$ cat config.mk
export PLATFORM = sky130hd
export DESIGN_NAME = inst_prefetch_flat
export DESIGN_NICKNAME = d
export VERILOG_FILES = /design/src/rtl/inst_prefetch_pkg.sv /design/src/rtl/inst_prefetch_if.sv /design/src/rtl/prefetch_fifo.sv /design/src/rtl/inst_prefetch.sv /design/src/flat_wrapper.sv
export SDC_FILE = /design/constraint.sdc
export NUM_CORES = 1
export LEC_CHECK = 0
export CORE_MARGIN = 1.5
export CORE_UTILIZATION = 30
export DETAILED_ROUTE_END_ITERATION = 10
export PLACE_DENSITY = 0.52
export SLEW_MARGIN = 20
export SYNTH_ARGS = -nofsm -noshare
export SYNTH_HDL_FRONTEND = slang
export SYNTH_HIERARCHICAL = 1
export SYNTH_SLANG_ARGS = --single-unit
$ cat constraint.sdc
create_clock -name CLK -period 13.56 [get_ports CLK]
set_input_delay 1.356 -clock CLK [delete_from_list [all_inputs] [get_ports CLK]]
set_output_delay 1.356 -clock CLK [all_outputs]
set_load 0.02 [all_outputs]
$ cat src/rtl/inst_prefetch_pkg.sv
// Shared CPU types for the prefetch slice:
// widths, NOP encoding, FSM states, queue entry.
package cpu_pkg;
  localparam int XLEN = 64;
  localparam int ILEN = 32;
  localparam logic [ILEN-1:0] NOP_INST = 32'h00000013;

  typedef enum logic [1:0] {
    IDLE,
    FETCH,
    HOLD
  } pf_state_t;

  typedef struct packed {
    logic [XLEN-1:0] pc;
    logic [ILEN-1:0] inst;
  } pf_entry_t;

  function automatic logic [XLEN-1:0] dw_align(
    input logic [XLEN-1:0] a
  );
    return {a[XLEN-1:3], 3'b000};
  endfunction
endpackage

$ cat src/rtl/inst_prefetch_if.sv
// Fetch-side bus between prefetcher (master)
// and memory controller (slave).
interface inst_prefetch_if;
  import cpu_pkg::*;

  logic [XLEN-1:0] HADDR;
  logic            HTRANS;
  logic [XLEN-1:0] HRDATA;
  logic            bus_stall;

  modport master (
    output HADDR, HTRANS,
    input  HRDATA, bus_stall
  );

  modport slave (
    input  HADDR, HTRANS,
    output HRDATA, bus_stall
  );
endinterface

$ cat src/rtl/prefetch_fifo.sv
// Instruction queue: two write ports, one read
// port, flush, occupancy count.
module prefetch_fifo
  import cpu_pkg::*;
#(
  parameter int DEPTH = 4
) (
  input  logic                   clk,
  input  logic                   rst_n,
  input  logic                   flush,
  input  logic [1:0]             push_cnt,
  input  pf_entry_t              wdata0,
  input  pf_entry_t              wdata1,
  input  logic                   pop,
  output pf_entry_t              rdata,
  output logic [$clog2(DEPTH):0] count
);
  localparam int AW = $clog2(DEPTH);
  localparam int CW = AW + 1;

  pf_entry_t     mem [DEPTH];
  logic [AW-1:0] head;
  logic [AW-1:0] tail;

  // pointer arithmetic wraps naturally at DEPTH
  always_ff @(posedge clk) begin
    if (push_cnt != 2'd0)
      mem[tail] <= wdata0;
    if (push_cnt == 2'd2)
      mem[tail + AW'(1)] <= wdata1;
  end

  always_ff @(posedge clk) begin
    if (!rst_n || flush) begin
      head  <= '0;
      tail  <= '0;
      count <= '0;
    end else begin
      tail  <= tail + AW'(push_cnt);
      if (pop)
        head <= head + AW'(1);
      count <= count + CW'(push_cnt) - CW'(pop);
    end
  end

  assign rdata = mem[head];
endmodule

$ cat src/rtl/inst_prefetch.sv
// Decoupled prefetcher: sequential 64-bit fetch,
// split into 32-bit instructions, queued for decode.
module inst_prefetch
  import cpu_pkg::*;
#(
  parameter int              DEPTH    = 4,
  parameter logic [XLEN-1:0] RESET_PC = '0
) (
  input  logic            CLK,
  input  logic            RESET,
  inst_prefetch_if.master bus,
  input  logic            redirect,
  input  logic [XLEN-1:0] redirect_pc,
  input  logic            stall,
  output logic [ILEN-1:0] inst,
  output logic [XLEN-1:0] inst_pc,
  output logic            inst_valid
);
  localparam int CW = $clog2(DEPTH) + 1;

  pf_state_t       state;
  logic [XLEN-1:0] fetch_pc;
  logic [CW-1:0]   count;
  logic            room;
  logic            accept;
  logic            pop;
  logic [1:0]      push_cnt;
  pf_entry_t       w0;
  pf_entry_t       w1;
  pf_entry_t       head;

  // conservative: ignores this cycle's pop
  assign room = (CW'(DEPTH) - count) >= CW'(2);

  assign bus.HTRANS = (state == FETCH) && room;
  assign bus.HADDR  = dw_align(fetch_pc);

  assign accept = bus.HTRANS && !bus.bus_stall
                  && !redirect;
  assign push_cnt = !accept    ? 2'd0 :
                    fetch_pc[2] ? 2'd1 : 2'd2;

  assign inst_valid = count != '0;
  assign pop = inst_valid && !stall && !redirect;

  always_comb begin
    w0.pc   = fetch_pc;
    w0.inst = fetch_pc[2] ? bus.HRDATA[63:32]
                          : bus.HRDATA[31:0];
    w1.pc   = fetch_pc + XLEN'(4);
    w1.inst = bus.HRDATA[63:32];
  end

  always_ff @(posedge CLK) begin
    if (!RESET) begin
      state    <= IDLE;
      fetch_pc <= RESET_PC;
    end else if (redirect) begin
      state    <= FETCH;
      fetch_pc <= {redirect_pc[XLEN-1:2], 2'b00};
    end else begin
      unique case (state)
        IDLE:    state <= FETCH;
        FETCH:   if (!room) state <= HOLD;
        HOLD:    if (room) state <= FETCH;
        default: state <= IDLE;
      endcase
      if (accept)
        fetch_pc <= fetch_pc +
          (fetch_pc[2] ? XLEN'(4) : XLEN'(8));
    end
  end

  prefetch_fifo #(.DEPTH(DEPTH)) u_fifo (
    .clk     (CLK),
    .rst_n   (RESET),
    .flush   (redirect),
    .push_cnt(push_cnt),
    .wdata0  (w0),
    .wdata1  (w1),
    .pop     (pop),
    .rdata   (head),
    .count   (count)
  );

  assign inst    = inst_valid ? head.inst : NOP_INST;
  assign inst_pc = inst_valid ? head.pc : '0;
endmodule

$ cat src/flat_wrapper.sv
// flat-port wrapper written by rule: the top's interface ports become plain ports
module inst_prefetch_flat import cpu_pkg::*;
#(
  parameter int              DEPTH    = 4,
  parameter logic [XLEN-1:0] RESET_PC = '0
)
  (CLK, RESET, redirect, redirect_pc, stall, inst, inst_pc, inst_valid, bus_HADDR, bus_HTRANS, bus_HRDATA, bus_bus_stall);
  inst_prefetch_if bus_i ();
  input  logic CLK;
  input  logic RESET;
  input  logic redirect;
  input  logic [XLEN-1:0] redirect_pc;
  input  logic stall;
  output logic [ILEN-1:0] inst;
  output logic [XLEN-1:0] inst_pc;
  output logic inst_valid;
  output wire logic [$bits(bus_i.HADDR)-1:0] bus_HADDR;
  output wire logic [$bits(bus_i.HTRANS)-1:0] bus_HTRANS;
  input wire logic [$bits(bus_i.HRDATA)-1:0] bus_HRDATA;
  input wire logic [$bits(bus_i.bus_stall)-1:0] bus_bus_stall;
  assign bus_HADDR = bus_i.HADDR;
  assign bus_HTRANS = bus_i.HTRANS;
  assign bus_i.HRDATA = bus_HRDATA;
  assign bus_i.bus_stall = bus_bus_stall;
  inst_prefetch #(.DEPTH(DEPTH), .RESET_PC(RESET_PC)) u_core (.CLK(CLK), .RESET(RESET), .bus(bus_i), .redirect(redirect), .redirect_pc(redirect_pc), .stall(stall), .inst(inst), .inst_pc(inst_pc), .inst_valid(inst_valid));
endmodule
### Word level (Yosys, flattened, before mapping)

Memory sizes are Yosys's and may differ from the RTL's. A register that Yosys moved wholly into a read port is not among the register bits.
Cells that the tools add are included.
Widths: inputs -> output; s select.

* bits in registers: 73
* bits in writable memories: 384
* bits of input ports: 133
* word-level logic and storage cells: 60
* memories kept: 1

* add/subtract/negate cells: 8
* $lt $le $gt $ge: 1
* eq/ne operators: 7
* multiplexer cells: 18
* bitwise logic cells: 1
* reductions and logical operators: 17

Memory list
* u_core.u_fifo.mem: words 4, width 96, read ports 1, clocked after Yosys merged registers in 1, wr ports 2, RTL line prefetch_fifo.sv:21 `pf_entry_t mem [DEPTH];`

Operator list (count)
* $mux 64: 3
* $add 64x3->64 const B: 1
* $add 64x64->64: 1
* $mux 32: 2
* $mux 2: 6
* $pmux 2 s3: 1
* $logic_and 1x1->1: 5
* $mux 1: 5
* $add 2x1->2 const B: 2
* $eq 2x2->1 const B: 2
* $logic_not 1->1: 4
* $mux 4: 1
* $reduce_and 2->1: 2
* $reduce_bool 2->1: 2
* $add 3x2->3: 1
* $ge 3x2->1 const B: 1
* $ne 3x2->1 const B: 1
* $ne 3x3->1 const B: 1
* $reduce_bool 3->1: 1
* $sub 3x1->3: 1
* $sub 3x3->3 const A: 1
* $add 2x2->2: 1
* $eq 2x1->1 const B: 1
* $logic_not 2->1: 1
* other kinds (5): 5

### Longest topological paths before layout

* word-level depth: 9
* gate-level depth with buffers: 15

### By module

The synthesis kept the hierarchy.

Modules (own cells, without submodules)
* prefetch_fifo: times used 1, cells each 978, area each 18905.6 um^2, sequential area each 11711.2 um^2
* inst_prefetch: times used 1, cells each 865, area each 6560.0 um^2, sequential area each 1281.2 um^2

### Worst setup path before layout

No wires, ideal clock.

* path type: in2reg
* start: input port bus_bus_stall
* end: memory u_core/u_fifo/mem[0][0] in the netlist's numbering, enable pin
* arrival time: 9.695 ns
* data required time: 12.868 ns
* path slack: 3.173 ns
* stages: 7
* path buffers: 2
* cell sequence: or3b_4 -> buf_6 -> or2_2 -> nor3_1 -> buf_2 -> nor2_1 -> o31ai_1

RTL lines
* start, declared: RTL line flat_wrapper.sv:20 `input wire logic [$bits(bus_i.bus_stall)-1:0] bus_bus_stall;`
* end, declared: RTL line prefetch_fifo.sv:21

==> out/qor.yml <==
dp_slack_ns: 7.44
gp_congestion: 0.796
dr.pass1.iters: 5
ys.flop_type: "edfxtp_1"
finClkSkew_ns: 0.0270
tightest_slew_ns: 1.11
clkPwrFrac_pct: 42.2
pwr-share-seq_pct: 45.3
critical_path_class: "in2reg"
cts_setup_buffers: 0
setup_viol: 0
drive_above_1_share_pct: 29.6
max-vdd-ir-drop_v: 0.0000914
die_x_um: 294
die_h_um: 294
dieArea_um2: 86600
area_delta_synth_final_pct: 21.3
outcome: "finished clean"
async_flop_share_pct: 0
synth_seq_area_share_pct: 51.0
crit_path_max_incr_delay_ns: 0.90
postCtsResizedCells: 0
dr.first_iter.drc_count: 1196
grt.total_usage_pct: 18.2
hpwlAfterDp_mm: 49.4
grt_max_degree: 73
path_buf_inv: 3
antenna_found_initial: 2
synth_cell_types: 72
grt_pass1_vias: 17300
insertion_delay_ns: 0.63
period_minus_slack_ns: 5.51
cp_data_arrival_time_ns: 5.87
grt_setup_unrepaired: "no"
synth_edf_count: 384
fin_total_pwr_mw: 3.60
max_freq_ghz: 0.181
postSynthAreaPerCell_um2: 13.8
cts_made_buffers: 54
grt_first_pass_wirelength_mm: 117
cp.depth: 8
root_buffer: "clkbuf_16"
grt_overflow: 0
netlist_instances: 1843
htreeDepth: 2
critPathCaptureType: "flop"
fin_nets: 2187
sw_frac_of_total_pct: 24.7
p_leak_nw: 10.1
cp_max_fo: 58
wl_per_cell_um: 24.8
p_int_mw: 2.71
fin_tns_setup_ns: 0
rows: 106
ys.warnings.count: 6
core_area_um2: 83800
finalHoldViolations: 0
hold_path_class: "reg2reg"
start_util_pct: 30.4
cp-start-kind: "input port"
fin_util_pct: 36.9
crit_chain: "clkdlybuf4s50_1 -> or3b_4 -> or2_2 -> nor3_1 -> nor4bb_4 -> buf_4 -> buf_4 -> mux2_2"
fillCellCount: 8133
crit_family: "buffers and inverters"
cts_tree: "yes"
p_switching_mw: 0.891
finalWirelength_mm: 80.0
synth_seq_cells: 457
worstPathRequired_ns: 13.92
cpMostUsedCell: "buf_4"
drc: 0
io_buffers: 289
clk_pin_slew_ns: 0.06
vias: 16400
fin_area_um2: 30900
fin_crit_sh_pct: 40.6
place_area_um2: 29000
via_per_inst: 5.11
clock_sinks: 457
hold_depth: 2
cap_violations: 0
r2r_cells: 11
hold_buffers: 0
syn_area_um2: 25500
pwr-share-comb_pct: 12.4
slew_headroom_pct: 25.9
ant_nets: 0
cp_slowest_cell: "buf_4"
io_pins: 295
drv_slew: 0
r2r_slack_ns: 8.53
powerDensity_nw_per_um2: 117
cts_buffer_depth: 3
setup_ws_ns: 8.05
-- cells in the final DEF (no fill, tap or decap), types with 7 or more instances in the layout --
cell type        synthesis  final
xnor2_1                 45     45
nand3_1                 41     41
xor2_1                  51     51
clkbuf_8                 0      9
nor2b_1                 97     96
ha_1                    11     10
nor3_1                  20     20
or3_1                   17     17
conb_1                   1     19
mux2_2                 370    370
or4_1                    7      7
clkbuf_1                54     15
nor2_1                  51     50
o31ai_1                  8      7
nand2b_1                12     12
and3_1                  12     12
clkdlybuf4s50_1          0    287
o211a_1                 14     14
clkbuf_16                0     55
inv_1                   15     15
or2_2                    7      7
nor4_1                  18     17
a21oi_1                 22     22
edfxtp_1               384    384
nand4_1                 38     38
dfxtp_1                 73     70
mux2_1                  46     46
and2_1                  10     10
mux4_2                  96     96
and4_1                  13     13
o21ai_0                 49     49
a31oi_1                 16     16
nand2_1                 42     42
buf_4                   74     31
-- per-stage QoR --
| step | hold WS (ns) | std cells |
|---|---|---|
| floorplan | 0.499 | 1861 |
| global placement | 0.504 | 3120 |
| detailed placement | 0.522 | 3120 |
| CTS | 0.542 | 3221 |
| global route | 0.552 | 3221 |
| finish | 0.543 | 3222 |
-- logic make-up (layout without fill, tap and decap cells) --
group	Yosys count	count (layout)	share of synthesized area [%]
and+or+nand+nor	413	413	9.68
muxes	516	516	27.0
DFF	457	457	51.0
other	1	20	0.0147
adders and majority gates	13	13	0.658
xor gates and xnor gates	98	98	3.48
buffers and inverters	213	439	4.79
AOI/OAI and AO/OA	132	132	3.31
-- routing by layer --
metal | track usage (%) | part of all wire, % | up-vias
met5 | 0 | 0.016 | -
met1 | 24.2 | 44 | 8426
li1 | - | - | 7411
met4 | 4.58 | 2.1 | 2
met2 | 30.5 | 48 | 517
met3 | 3.25 | 5.8 | 93
-- final timing paths --
check	startpoint	to
max	bus_bus_stall	u_core/u_fifo/mem[2][59]
min	u_core/u_fifo/head[1]	flop
max reg2reg	u_core/u_fifo/count[0]	u_core/u_fifo/mem[2][59]
min reg2reg	u_core/u_fifo/head[1]	flop
-- tightest hold or removal path, delay by kind of cell, from the launching register on --
family | cells | cell delay, ns
DFF | 1 | 0.31
and+or+nand+nor | 1 | 0.10
AOI/OAI and AO/OA | 1 | 0.08
-- state kept, by name (all words and copies together), names as in the netlist, named ones only --
register and count:
u_core/u_fifo/tail 2, u_core/state 2, u_core/u_fifo/count 3, u_core/u_fifo/head 2
u_core/u_fifo/mem 384, u_core/fetch_pc 62
-- area by class of cell --
cell class              count  area [um2]  share of cell area (%)
multi-input cells        1191       11400                    36.9
diodes                      1        2.50                 0.00810
clock buffers              79        1560                    5.04
flip-flops and latches    457       13000                    42.1
inverters                  16        60.1                   0.194
well taps                1134        1420                    4.59
clock inverters            22         303                   0.980
repair buffers            322        3140                    10.2
-- power groups by stage --
stage,Sequential [mW],Combinational [mW],Clock [mW]
floorplan,1.64,0.288,0
global placement,1.66,0.446,0
detailed placement,1.66,0.452,0
CTS,1.63,0.455,1.56
global route,1.64,0.483,1.62
finish,1.63,0.448,1.52
-- Yosys cell counts (3+ instances only) --
| cell type | instances | share of area (%) |
|---|---|---|
| a211oi_1 | 4 | 0.12 |
| a21oi_1 | 22 | 0.43 |
| a31oi_1 | 16 | 0.39 |
| and2_1 | 10 | 0.25 |
| and3_1 | 12 | 0.29 |
| and4_1 | 13 | 0.45 |
| buf_1 | 5 | 0.074 |
| buf_2 | 54 | 1.1 |
| buf_4 | 74 | 2.2 |
| buf_6 | 10 | 0.44 |
| clkbuf_1 | 54 | 0.80 |
| dfxtp_1 | 73 | 5.7 |
| edfxtp_1 | 384 | 45 |
| ha_1 | 11 | 0.54 |
| inv_1 | 15 | 0.22 |
| mux2_1 | 46 | 2.0 |
| mux2_2 | 370 | 16 |
| mux2i_1 | 4 | 0.16 |
| mux4_2 | 96 | 8.5 |
| nand2_1 | 42 | 0.62 |
| nand2b_1 | 12 | 0.29 |
| nand3_1 | 41 | 0.81 |
| nand4_1 | 38 | 0.93 |
| nor2_1 | 51 | 0.75 |
| nor2b_1 | 97 | 2.4 |
| nor3_1 | 20 | 0.39 |
| nor3_2 | 3 | 0.12 |
| nor3b_1 | 4 | 0.12 |
| nor4_1 | 18 | 0.44 |
| o211a_1 | 14 | 0.55 |
| o21ai_0 | 49 | 0.96 |
| o21ai_1 | 4 | 0.079 |
| o31ai_1 | 8 | 0.24 |
| or2_2 | 7 | 0.17 |
| or3_1 | 17 | 0.42 |
| or4_1 | 7 | 0.21 |
| xnor2_1 | 45 | 1.5 |
| xor2_1 | 51 | 1.8 |
(Power assumes the default switching activity.)
